### config.mk
export PLATFORM = sky130hd
export DESIGN_NAME = fp16_sub_pipeline
export DESIGN_NICKNAME = d
export VERILOG_FILES = /design/src/rtl/fp16_sub_pipeline.sv
export SDC_FILE = /design/constraint.sdc
export NUM_CORES = 1
export LEC_CHECK = 0
export ABC_AREA = 1
export BUFFER_PORTS_ARGS = -buffer_cell sky130_fd_sc_hd__buf_2
export CORE_MARGIN = 4
export CORE_UTILIZATION = 60
export DETAILED_ROUTE_END_ITERATION = 12
export PLACE_DENSITY = 0.82
export SYNTH_ARGS = -nofsm -noshare
export SYNTH_HDL_FRONTEND = slang
export SYNTH_SLANG_ARGS = --single-unit
### constraint.sdc
create_clock -name clk73 -period 8.2 [get_ports clk73]
set_input_delay 0.41 -clock clk73 [delete_from_list [all_inputs] [get_ports clk73]]
set_output_delay 0.41 -clock clk73 [all_outputs]
set_load 0.01 [all_outputs]
### src/rtl/fp16_sub_pipeline.sv
// fp16_sub_pipeline: 4-stage FP16 a - b (a + b via op_add when FP16_SUB_ADD_MODE_EN), truncating, flush-to-zero.
// Latency 4, throughput 1/cycle; every stage holds while out_valid && !out_ready, which also drops in_ready.
module fp16_sub_pipeline #(
  parameter int          STAGES   = 4,
  parameter logic [15:0] NAN_CODE = 16'h7E00
) (
  input  logic        clk73,
  input  logic        rst73_n,
  input  logic        in_valid,
  output logic        in_ready,
  input  logic [15:0] numA,
  input  logic [15:0] numB,
`ifdef FP16_SUB_ADD_MODE_EN
  input  logic        op_add,
`endif
  output logic        out_valid,
  input  logic        out_ready,
  output logic [15:0] diff
);

  logic [STAGES-1:0] vld;
  logic              advance;

  assign advance   = !vld[STAGES-1] || out_ready;
  assign in_ready  = advance;
  assign out_valid = vld[STAGES-1];

  logic sub_op;
`ifdef FP16_SUB_ADD_MODE_EN
  assign sub_op = !op_add;
`else
  assign sub_op = 1'b1;
`endif

  // Zero exponent flushes the whole operand to zero magnitude.
  logic [14:0] mag_a, mag_b, mag_l, mag_s;
  logic        sign_b, swap;

  assign mag_a  = (numA[14:10] == 5'd0) ? 15'd0 : numA[14:0];
  assign mag_b  = (numB[14:10] == 5'd0) ? 15'd0 : numB[14:0];
  assign sign_b = numB[15] ^ sub_op;
  assign swap   = mag_b > mag_a;
  assign mag_l  = swap ? mag_b : mag_a;
  assign mag_s  = swap ? mag_a : mag_b;

  logic        s1_nan, s1_sign, s1_sub;
  logic [4:0]  s1_exp, s1_shift;
  logic [10:0] s1_man_l, s1_man_s;

  logic        s2_nan, s2_sign, s2_sub;
  logic [4:0]  s2_exp;
  logic [10:0] s2_man_l, s2_man_s;

  logic        s3_nan, s3_sign;
  logic [4:0]  s3_exp;
  logic [11:0] s3_sum;

  logic [3:0]  lead, lshift;
  logic [10:0] norm_man;
  logic [15:0] res;

  always_comb begin
    lead = 4'd0;
    for (int i = 0; i < 11; i++) begin
      if (s3_sum[i]) lead = 4'(i);
    end
    lshift   = 4'd10 - lead;
    norm_man = s3_sum[10:0] << lshift;
    res      = 16'h0000;
    if (s3_nan) begin
      res = NAN_CODE;
    end else if (s3_sum[11]) begin
      if (s3_exp >= 5'd30) res = {s3_sign, 15'h7C00};
      else                 res = {s3_sign, s3_exp + 5'd1, s3_sum[10:1]};
    end else if (s3_sum != 12'd0 && s3_exp > {1'b0, lshift}) begin
      // Underflow and exact cancellation both fall through to +0.
      res = {s3_sign, s3_exp - {1'b0, lshift}, norm_man[9:0]};
    end
  end

  always_ff @(posedge clk73 or negedge rst73_n) begin
    if (!rst73_n) begin
      vld      <= '0;
      s1_nan   <= 1'b0;
      s1_sign  <= 1'b0;
      s1_sub   <= 1'b0;
      s1_exp   <= 5'd0;
      s1_shift <= 5'd0;
      s1_man_l <= 11'd0;
      s1_man_s <= 11'd0;
      s2_nan   <= 1'b0;
      s2_sign  <= 1'b0;
      s2_sub   <= 1'b0;
      s2_exp   <= 5'd0;
      s2_man_l <= 11'd0;
      s2_man_s <= 11'd0;
      s3_nan   <= 1'b0;
      s3_sign  <= 1'b0;
      s3_exp   <= 5'd0;
      s3_sum   <= 12'd0;
      diff     <= 16'h0000;
    end else if (advance) begin
      vld      <= {vld[STAGES-2:0], in_valid};

      s1_nan   <= (&numA[14:10]) | (&numB[14:10]);
      s1_sign  <= swap ? sign_b : numA[15];
      s1_sub   <= numA[15] ^ sign_b;
      s1_exp   <= mag_l[14:10];
      s1_shift <= mag_l[14:10] - mag_s[14:10];
      s1_man_l <= {|mag_l[14:10], mag_l[9:0]};
      s1_man_s <= {|mag_s[14:10], mag_s[9:0]};

      s2_nan   <= s1_nan;
      s2_sign  <= s1_sign;
      s2_sub   <= s1_sub;
      s2_exp   <= s1_exp;
      s2_man_l <= s1_man_l;
      s2_man_s <= (s1_shift >= 5'd12) ? 11'd0 : (s1_man_s >> s1_shift);

      s3_nan   <= s2_nan;
      s3_sign  <= s2_sign;
      s3_exp   <= s2_exp;
      s3_sum   <= s2_sub ? ({1'b0, s2_man_l} - {1'b0, s2_man_s})
                         : ({1'b0, s2_man_l} + {1'b0, s2_man_s});

      diff     <= res;
    end
  end

endmodule

---- Word level (Yosys, flattened, before mapping) ----
Cells that the tools add are included.
word-level totals
  bits in registers ....................... 104
  output and inout bits ................... 18
operators by class
  multiplexer cells ....................... 21
  bitwise operators ....................... 3
  $lt $le $gt $ge ......................... 4
  shifts and indexed selects .............. 2
  reductions and logical operators ........ 10
  add/sub/neg operators ................... 6
operators by type and width
  cell                                                                                 number
  15-bit 2-to-1 mux                                                                    5
  16-bit 2-to-1 mux                                                                    3
  4-bit 2-to-1 mux                                                                     8
  15-bit > comparator                                                                  1
  11-bit by 11-bit adder with 12-bit output                                            1
  12-bit 2-to-1 mux                                                                    1
  12-bit nonzero test                                                                  1
  11-bit by 11-bit subtractor with 12-bit output                                       1
  11-bit 2-to-1 mux                                                                    1
  11-bit by 4-bit << shifter with 10-bit output                                        1
  11-bit by 5-bit right shift with 11-bit output                                       1
  5-bit zero test                                                                      2
  5-bit AND reduction                                                                  2
  5-bit OR reduction                                                                   2
  5-bit by 1-bit adder with 5-bit output, second input constant                        1
  5-bit by 4-bit greater-or-equal comparator with 1-bit output, second input constant  1
  5-bit greater-or-equal comparator, second input constant                             1
  5-bit by 4-bit > comparator with 1-bit output                                        1
  5-bit by 4-bit subtractor with 5-bit output                                          1
  5-bit subtractor                                                                     1
  4-bit subtractor, first input constant                                               1
  1-bit 2-to-1 mux                                                                     2
  2-bit 2-to-1 mux                                                                     1
  1-bit logical AND                                                                    1
  5 further kinds                                                                      5

---- Depth between registers and ports, before layout ----
Gate-level depths: netlist of the first run.
  word-level depth ........................ 16
  depth in mapped cells ................... 26
  depth with buffers taken out ............ 25

---- Worst setup path after synthesis of the first run ----
Ideal clock, no wire load.
  path kind ............................... input-to-reg
  from .................................... input port numA[14]
  to ...................................... register s1_shift[4]
  path slack .............................. 5.335 ns
  path buffers ............................ 2
  data required time ...................... 8.083 ns
  setup time .............................. 0.117 ns
  arrival ................................. 2.748 ns
  cell stages on the path ................. 23
  cell sequence ........................... inv_1 > nand3_1 > clkbuf_1 > nand2_1 > ha_1 > nand2_1 > inv_1 > a21oi_1 > nand2_1 > nand2_1 > nand2_2 > nand2_2 > buf_6 > nand2_1 > o21ai_2 > nand2_2 > ha_1 > inv_1 > nand2_2 > nand2_2 > nand3_1 > nand3_1 > nand2_1
between the ends
  cells in the longest elaborated chain, start to end .. 5
  elaborated cells on any way between the ends .. 6
  those cells by class .................... 1 x add/sub; 1 x order compare; 3 x mux; 1 x reduce/logical
ends and longest elaborated chain
  element                                      RTL line  text
  from (decl)                                  11        input logic [15:0] numA,
  5-bit zero test                              39        assign mag_a = (numA[14:10] == 5'd0) ? 15'd0 : numA[14:0];
  15-bit 2-to-1 mux *                          39
  15-bit > comparator                          42        assign swap = mag_b > mag_a;
  15-bit 2-to-1 mux, on equally long branches  43, 44
  5-bit subtractor *                           109       s1_shift <= mag_l[14:10] - mag_s[14:10];
  to (signal assigned)                         109
  to (decl)                                    47        logic [4:0] s1_exp, s1_shift;
Mark *: on every way between the ends. The rest lies on a longest branch, timed or not.
A chain may end at the register's enable or synchronous reset.

---- Worst setup path in the final report of the first run ----
  from .................................... input port numA[11]
  to ...................................... register s1_shift[4]
Same word-level chain as after synthesis.

==> summary.txt, run 1 <==
Place
  • Port bufs: 53
  • Global placement routability congestion: around 0.94
  • Detailed placement HPWL: between 10000 and 15000 um

Detailed routing
  • 1st-iter DRT viols: around 500
  • Mean routed wirelength per cell: about 14 um
  • TritonRoute pass-1 iters: 5
  • Final ANT Viol Nets: 0
  • # DRC: 0
  • WL final: between 15000 and 20000 um
  • Vias/cell: between 5 and 6
  • Via count: 6459

Worst setup path
  • Critical Path Start Type: primary input
  • Worst-path fanout max: 47
  • Data required time of the worst path: 8.45 ns
  • CP Capture Type: flop
  • Setup crit start: numA[11]
  • RR Startpoint: s3_sum[3]$_DFFE_PN0P_
  • Setup CP Type: primary input to flop
  • Crit path DAT: ~3.9 ns

Clocking
  • CTS tree: built
  • Post-CTS Setup Bufs: 0
  • H-tree Lvls: 3
  • Cts bufs inserted: 9
  • Insertion delay to the later sink of the worst-skew pair: between 0.3 and 0.4 ns
  • Clk pin slew, worst setup/hold paths: around 0.08 ns
  • Clk sinks: roughly 100
  • Post-CTS Hold Buffers: 0
  • Clock Tree Root: clkbuf_16
  • # resized after CTS: 0
  • Max Root-Sink Buffers: 2

Synthesis
  • YS warnings: 0
  • Syn_area_per_cell: roughly 7.0 um2
  • Netlist cell types: 47
  • #FFs+latches synth: between 100 and 150
  • Mapped cell area: 7060 um2
  • Seq/Total Area, Yosys: 0.369
  • Mapped Nets: around 1100
  • Cell count after synthesis: 1010

Global routing
  • First-pass GRT wire length: 27700 um
  • Gr ovfl total: 0
  • Total track usage: 0.254
  • Largest net degree at the start of global routing: 103
  • Antenna violations before repair: 0
  • Vias in the first global route: between 5000 and 6000

Cells and area
  • Fraction of layout cells with a size suffix above 1: 0.112
  • Layout fillers: roughly 1000
  • Most frequent cells in the layout: nand2_1, inv_1, dfrtp_1, o21ai_0, nand3_1
  • Most common cell after layout, fill and taps aside: nand2_1
  • Ant diodes: 0
  • Area grow syn2layout: 7.94%
  • NumNets Final: about 1100

Power and ir drop
  • Clk pwr share: 0.124
  • Sw Share: 0.504
  • Net Sw Power: ~1.8 mW
  • Peak supply drop: ~0.30 mV
  • Pwr/cell area: between 400 and 500 nW/um2
  • Combinational share of power: 0.612
  • Int Pwr: roughly 1.8 mW
  • Leak Pwr: approximately 4.0 nW
  • Flop pwr share: 0.264

Die
  • # IOs: between 50 and 60
  • Chip Width: 116 um
  • Die Footprint: between 10000 and 15000 um2
  • Row count: 39
  • Core Box Area: 11500 um2
  • Initial cell density of the core: 0.615
  • Die Span Y: about 120 um

Hold path
  • Hold crit path type: primary input to async pin

STA
  • Fmax: ~0.28 GHz
  • Final hold viol count: 0
  • Clock skew: 0.0109 ns
  • Final Setup Violations: 0
  • Max-slew violations: 0
  • Worst-Margin Slew: approximately 0.91 ns
  • Setup TNS: 0 ns
  • Minimum hold slack: 0.0226 ns
  • Min Clock Period, post-route: roughly 3.6 ns
  • Unrepaired setup endpoints after global routing: no
  • Relative max-transition margin: 0.394
  • Final period util: 0.442

Run status
  • Status: completed

Job
  • Max-cap check violation count: 0
## power by group through the flow
stage / Sequential (mW) / Combinational, mW / Clock, mW
floorplan: 0.888 / 1.77 / 0
global placement: 0.947 / 2.15 / 0
detailed placement: 0.953 / 2.18 / 0
CTS: 0.945 / 2.20 / 0.455
global route: 0.980 / 2.56 / 0.480
finish: 0.948 / 2.20 / 0.447
## through the flow
stage / util / instance area [um2] / std cells / setup WS, ns / total power [mW]
detailed placement: 0.637 / 7300 / 1163 / 4.26 / 3.13
global route: 0.664 / 7620 / 1179 / 4.26 / 4.02
global placement: 0.637 / 7300 / 1163 / 4.38 / 3.09
floorplan: - / 7060 / 1010 / 5.33 / 2.66
finish: 0.664 / 7620 / 1179 / 4.58 / 3.59
CTS: 0.664 / 7620 / 1179 / 4.64 / 3.60
## registers in the layout, summed over array words and instances, names as in the netlist, 5 cells and up
register / flops
s2_man_l: 11
s3_sum: 12
s3_exp: 5
s1_man_l: 11
s1_shift: 5
s1_exp: 5
s2_man_s: 11
s2_exp: 5
diff: 16
s1_man_s: 11
## Yosys cell counts, drive strengths merged
cell | number | area [um2]
nor3 | 7 | 40.0
inv | 113 | 424
a21boi | 1 | 7.51
o221ai | 4 | 35.0
ha | 34 | 425
o31ai | 6 | 45.0
nand3b | 1 | 7.51
mux2i | 2 | 20.0
fa | 2 | 40.0
xnor2 | 3 | 26.3
clkbuf | 33 | 144
o21ai | 113 | 581
a21o | 1 | 7.51
a31oi | 3 | 18.8
or2 | 6 | 37.5
a32o | 1 | 10.0
clkinv | 1 | 3.75
o211ai | 1 | 7.51
nand4 | 7 | 50.1
nand3 | 71 | 360
o2111ai | 1 | 8.76
nor2 | 54 | 221
dfrtp | 104 | 2600
buf | 13 | 86.3
nand2 | 346 | 1360
a21oi | 53 | 265
xor2 | 13 | 114
a41oi | 1 | 8.76
nor4 | 1 | 6.26
o22ai | 11 | 68.8
a22oi | 1 | 7.51
and2 | 2 | 15.0
## area by class of cell
| class | count | area, um2 | share of cell area |
|---|---|---|---|
| well taps | 143 | 179 | 0.0235 |
| repair buffers | 56 | 290 | 0.0381 |
| inverters | 114 | 428 | 0.0562 |
| flip-flops and latches | 104 | 2600 | 0.342 |
| multi-input cells | 746 | 3800 | 0.499 |
| clock buffers | 9 | 225 | 0.0296 |
| clock inverters | 7 | 88.8 | 0.0117 |
## path summary, 6_finish.rpt
check | cells past startpoint | to | slack [ns]
worst max-delay path | 22 | s1_shift[4]$_DFFE_PN0P_ | 4.58
worst min-delay path | 1 | s1_man_s[5]$_DFFE_PN0P_ | 0.02
worst max register to register | 23 | diff[8]$_DFFE_PN0P_ | 4.71
worst min register to register | 2 | s2_man_l[3]$_DFFE_PN0P_ | 0.47
max in group asynchronous | 2 | diff[8]$_DFFE_PN0P_ | 7.03
min in group clk73 | 3 | vld[0]$_DFFE_PN0P_ | 0.26
## critical path, stage by stage
cell,delay [ns]
buf_2,0.13
nor3_1,0.22
nand3_1,0.49
nand2_1,0.24
ha_1,0.27
nand2_1,0.11
inv_1,0.05
a21oi_1,0.15
nand2_1,0.08
nand2_1,0.07
nand2_2,0.08
nand2_2,0.61
nand2_1,0.15
o21ai_2,0.12
nand2_2,0.10
ha_1,0.18
inv_1,0.06
nand2_2,0.07
nand2_2,0.06
nand3_1,0.07
nand3_1,0.08
nand2_1,0.05
## per-layer routing
| metal | wire length, um | vias to the layer above | track usage | part of all wire |
|---|---|---|---|---|
| met5 | 0 | - | 0 | 0 |
| met1 | 7610 | 2975 | 0.371 | 0.47 |
| met4 | 236 | 0 | 0.0742 | 0.015 |
| li1 | - | 3313 | - | - |
| met3 | 680 | 20 | 0.0326 | 0.042 |
| met2 | 7500 | 151 | 0.399 | 0.47 |
## logic make-up (layout without fill, tap and decap cells)
logic type | count (synthesis) | count (layout) | synth area share
muxes | 2 | 2 | 0.00284
DFF | 104 | 104 | 0.369
AOI/OAI and AO/OA | 197 | 197 | 0.152
buffers and inverters | 160 | 186 | 0.0933
xor gates and xnor gates | 16 | 16 | 0.0199
adders and majority gates | 36 | 36 | 0.0660
and+or+nand+nor | 495 | 495 | 0.298
No activity file was read; power rests on OpenSTA's default activity.
==> run 2: changes to the inputs <==
Settings changed: ABC_AREA 1 to 0, CORE_UTILIZATION 60 to 55, PLACE_DENSITY 0.82 to 0.79.
Clock period 8.2 ns to 3.2 ns, I/O delays scaled along.
==> summary.txt, run 2 <==
Run status
  • Status: completed

Clocking
  • H-tree Lvls: 3 (unchanged)
  • Clock Tree Root: clkbuf_16
  • Max Root-Sink Buffers: 2 (unchanged)
  • Cts bufs inserted: 9 (unchanged)
  • CTS tree: built
  • Clk pin slew, worst setup/hold paths: 0.07 ns (about the same)
  • Insertion delay to the later sink of the worst-skew pair: 0.36 ns (about the same)
  • Clk sinks: 104 (unchanged)

Synthesis
  • Area leader, netlist: dfrtp_1
  • Area contributors post-synth: dfrtp_1, nand2_1, ha_1
  • EDFF count, synth: 0 (unchanged)
  • Count leader, synth: nand2_1
  • Post-synth ARST share: 1.00 (unchanged)
  • Seq/Total Area, Yosys: 0.389 (+0.0203)
  • Syn_area_per_cell: 8.54 um2 (+22%)
  • Cell count after synthesis: 783 (-22%)
  • Netlist cell types: 65 (+38%)
  • Most used DFF post-synth: dfrtp_1
  • Post-synth top area share: 0.389 (+0.0203)
  • #FFs+latches synth: 104 (unchanged)
  • Mapped Nets: 855 (-21%)
  • Synth top cells by count: nand2_1, dfrtp_1, nor2_1
  • YS warnings: 0 (unchanged)
  • Mapped cell area: 6690 um2 (-5.2%)

Cells and area
  • Fraction of layout cells with a size suffix above 1: 0.164 (+0.0515)
  • Largest reg by FF count: diff
  • Most common cell after layout, fill and taps aside: nand2_1
  • Layout fillers: 981 (-5.8%)
  • Ant diodes: 0 (unchanged)
  • Finished Core Util: 0.633 (-0.0310)
  • Most frequent cells in the layout: nand2_1, dfrtp_1, nor2_1, a21oi_1, buf_2
  • Area grow syn2layout: 13.2%
  • NumNets Final: 911 (-17%)
  • Largest registers: diff x16, s3_sum x12
  • Max reg flops: 16 (unchanged)

Worst setup path
  • Critical Path Max Stage Delay: 0.38 ns (-0.23 ns)
  • Most used cell, CP: ha_1
  • CP Cell Sequence: nor2b_1, o21bai_1, a21oi_2, o21ai_2, inv_2, ha_1, ha_1, a21o_1, maj3_4, a211o_1, nand4_2, nor3_1, a221o_1
  • Crit path DAT: 3.33 ns (-0.54 ns)
  • Critical Path Start Type: flop
  • Worst-path fanout max: 6 (-87%)
  • Setup CP Type: flop to flop
  • CP Capture Type: flop
  • Worst path bufs/invs: 1 (-2)
  • Worst reg-to-reg path cell count: 13 (-43%)
  • Slowest-stage cell, CP: dfrtp_1
  • Largest delay share family, worst path: compound AO/OA/AOI/OAI gates
  • Critical path depth: 13 (-41%)
  • Data required time of the worst path: 3.45 ns (-5.00 ns)

Global routing
  • Total track usage: 0.223 (-0.0310)
  • Antenna violations before repair: 0 (unchanged)
  • First-pass GRT wire length: 26000 um (-5.9%)
  • Vias in the first global route: 5550 (-4.8%)
  • Largest net degree at the start of global routing: 94 (-8.7%)
  • Gr ovfl total: 0 (unchanged)

Place
  • Port bufs: 53 (unchanged)
  • Pre-CTS setup slack: -0.135 ns (-4.39 ns)
  • Detailed placement HPWL: 11300 um (-5.7%)
  • Global placement routability congestion: 0.964 (+2.4%)

Detailed routing
  • Vias/cell: 5.83 (+6.4%)
  • Via count: 5775 (-11%)
  • Final ANT Viol Nets: 0 (unchanged)
  • # DRC: 0 (unchanged)
  • 1st-iter DRT viols: 440 (-13%)
  • Mean routed wirelength per cell: 15.5 um (+14%)
  • WL final: 15400 um (-3.9%)
  • TritonRoute pass-1 iters: 5 (unchanged)

Die
  • Chip Width: 118 um (+1.6%)
  • # IOs: 54 (unchanged)
  • Row count: 40 (+2.6%)
  • Core Box Area: 12000 um2 (+4.3%)
  • Initial cell density of the core: 0.559 (-0.0562)
  • Die Footprint: 14000 um2 (+3.2%)
  • Die Span Y: 118 um (+1.6%)

STA
  • Setup TNS: 0 ns (unchanged)
  • Final hold viol count: 0 (unchanged)
  • Fmax: 0.325 GHz
  • Min Clock Period, post-route: between 3 and 4 ns
  • Setup ws final: 0.119 ns (-4.46 ns)
  • Relative max-transition margin: 0.423 (+0.0288)
  • Worst-Margin Slew: 0.865 ns (-0.0432 ns)
  • Minimum hold slack: 0.0135 ns (-0.00912 ns)
  • Final period util: 0.963
  • Final Setup Violations: 0 (unchanged)
  • Clock skew: 0.00941 ns (-0.00148 ns)
  • Max-slew violations: 0 (unchanged)

Power and ir drop
  • Total power: 8.92 mW (+150%)
  • Pwr/cell area: 1180 nW/um2 (+150%)
  • Peak supply drop: 0.437 mV (+47%)
  • Leak Pwr: 3.58 nW (-11%)

Hold path
  • Worst hold stages: 3
  • Hold crit path type: primary input to flop

Job
  • Max-cap check violation count: 0 (unchanged)
[run 2: worst register-to-register path, cell delays in order (launching register included)]
cell	delay, ns
dfrtp_1	0.38
nor2b_1	0.13
o21bai_1	0.18
a21oi_2	0.09
o21ai_2	0.15
inv_2	0.05
ha_1	0.30
ha_1	0.31
a21o_1	0.20
maj3_4	0.36
a211o_1	0.32
nand4_2	0.16
nor3_1	0.07
a221o_1	0.27
[run 2: kinds of logic after synthesis]
family | after synthesis | share of synthesized area
buffers and inverters | 74 | 0.0441
adder cells (fa/ha/maj) | 38 | 0.0731
AND/OR/NAND/NOR | 325 | 0.219
XOR/XNOR | 28 | 0.0417
flip-flops | 104 | 0.389
multiplexers | 35 | 0.0600
AO/OA/AOI/OAI | 179 | 0.173
[run 2: layout make-up]
cell class	count	area, um2	area share
Tap cell	147	184	0.0243
Inverter	26	97.6	0.0129
Multi-Input combinational cell	605	3830	0.505
Clock inverter	6	51.3	0.00677
Sequential cell	104	2600	0.344
Timing Repair Buffer	93	583	0.0770
Clock buffer	10	229	0.0302
[run 2: through the flow]
step,std cells,instance area (um2)
after global placement,971,7240
after detailed placement,971,7240
after global routing,991,7570
after CTS,988,7530
final,991,7570
after floorplan,783,6690
[run 2: power breakdown]
part	internal, mW	switching [mW]
registers	1.88	0.578
clock network	0.538	0.514
logic	2.50	2.90
[run 2: repair_timing]
item,4_1_cts,5_1_grt
setup buffers,0,3
endpoints found under the setup margin,0,10
hold buffers,1,0
resized for setup,0,5
endpoints found under the hold margin,42,0
[run 2: layer usage]
metal  up-vias  global-route usage  wire [um]
met5         -                   0          0
met4         0              0.0850        260
met3        23              0.0373        581
met2       143               0.372       7550
met1      2764               0.293       7010
li1       2845                   -          -
[run 2: worst paths after layout]
check                                      startpoint                      end  slack (ns)
worst max-delay path            s3_sum[1]$_DFFE_PN0P_      diff[0]$_DFFE_PN0P_        0.12
worst max register to register  s3_sum[1]$_DFFE_PN0P_      diff[0]$_DFFE_PN0P_        0.12
worst min-delay path                         in_valid       vld[0]$_DFFE_PN0P_        0.01
worst min register to register    s3_sign$_DFFE_PN0P_      s3_sign$_DFFE_PN0P_        0.46
max in group asynchronous                     rst73_n  s1_man_l[3]$_DFFE_PN0P_        2.00
min in group asynchronous                     rst73_n      diff[7]$_DFFE_PN0P_        0.34
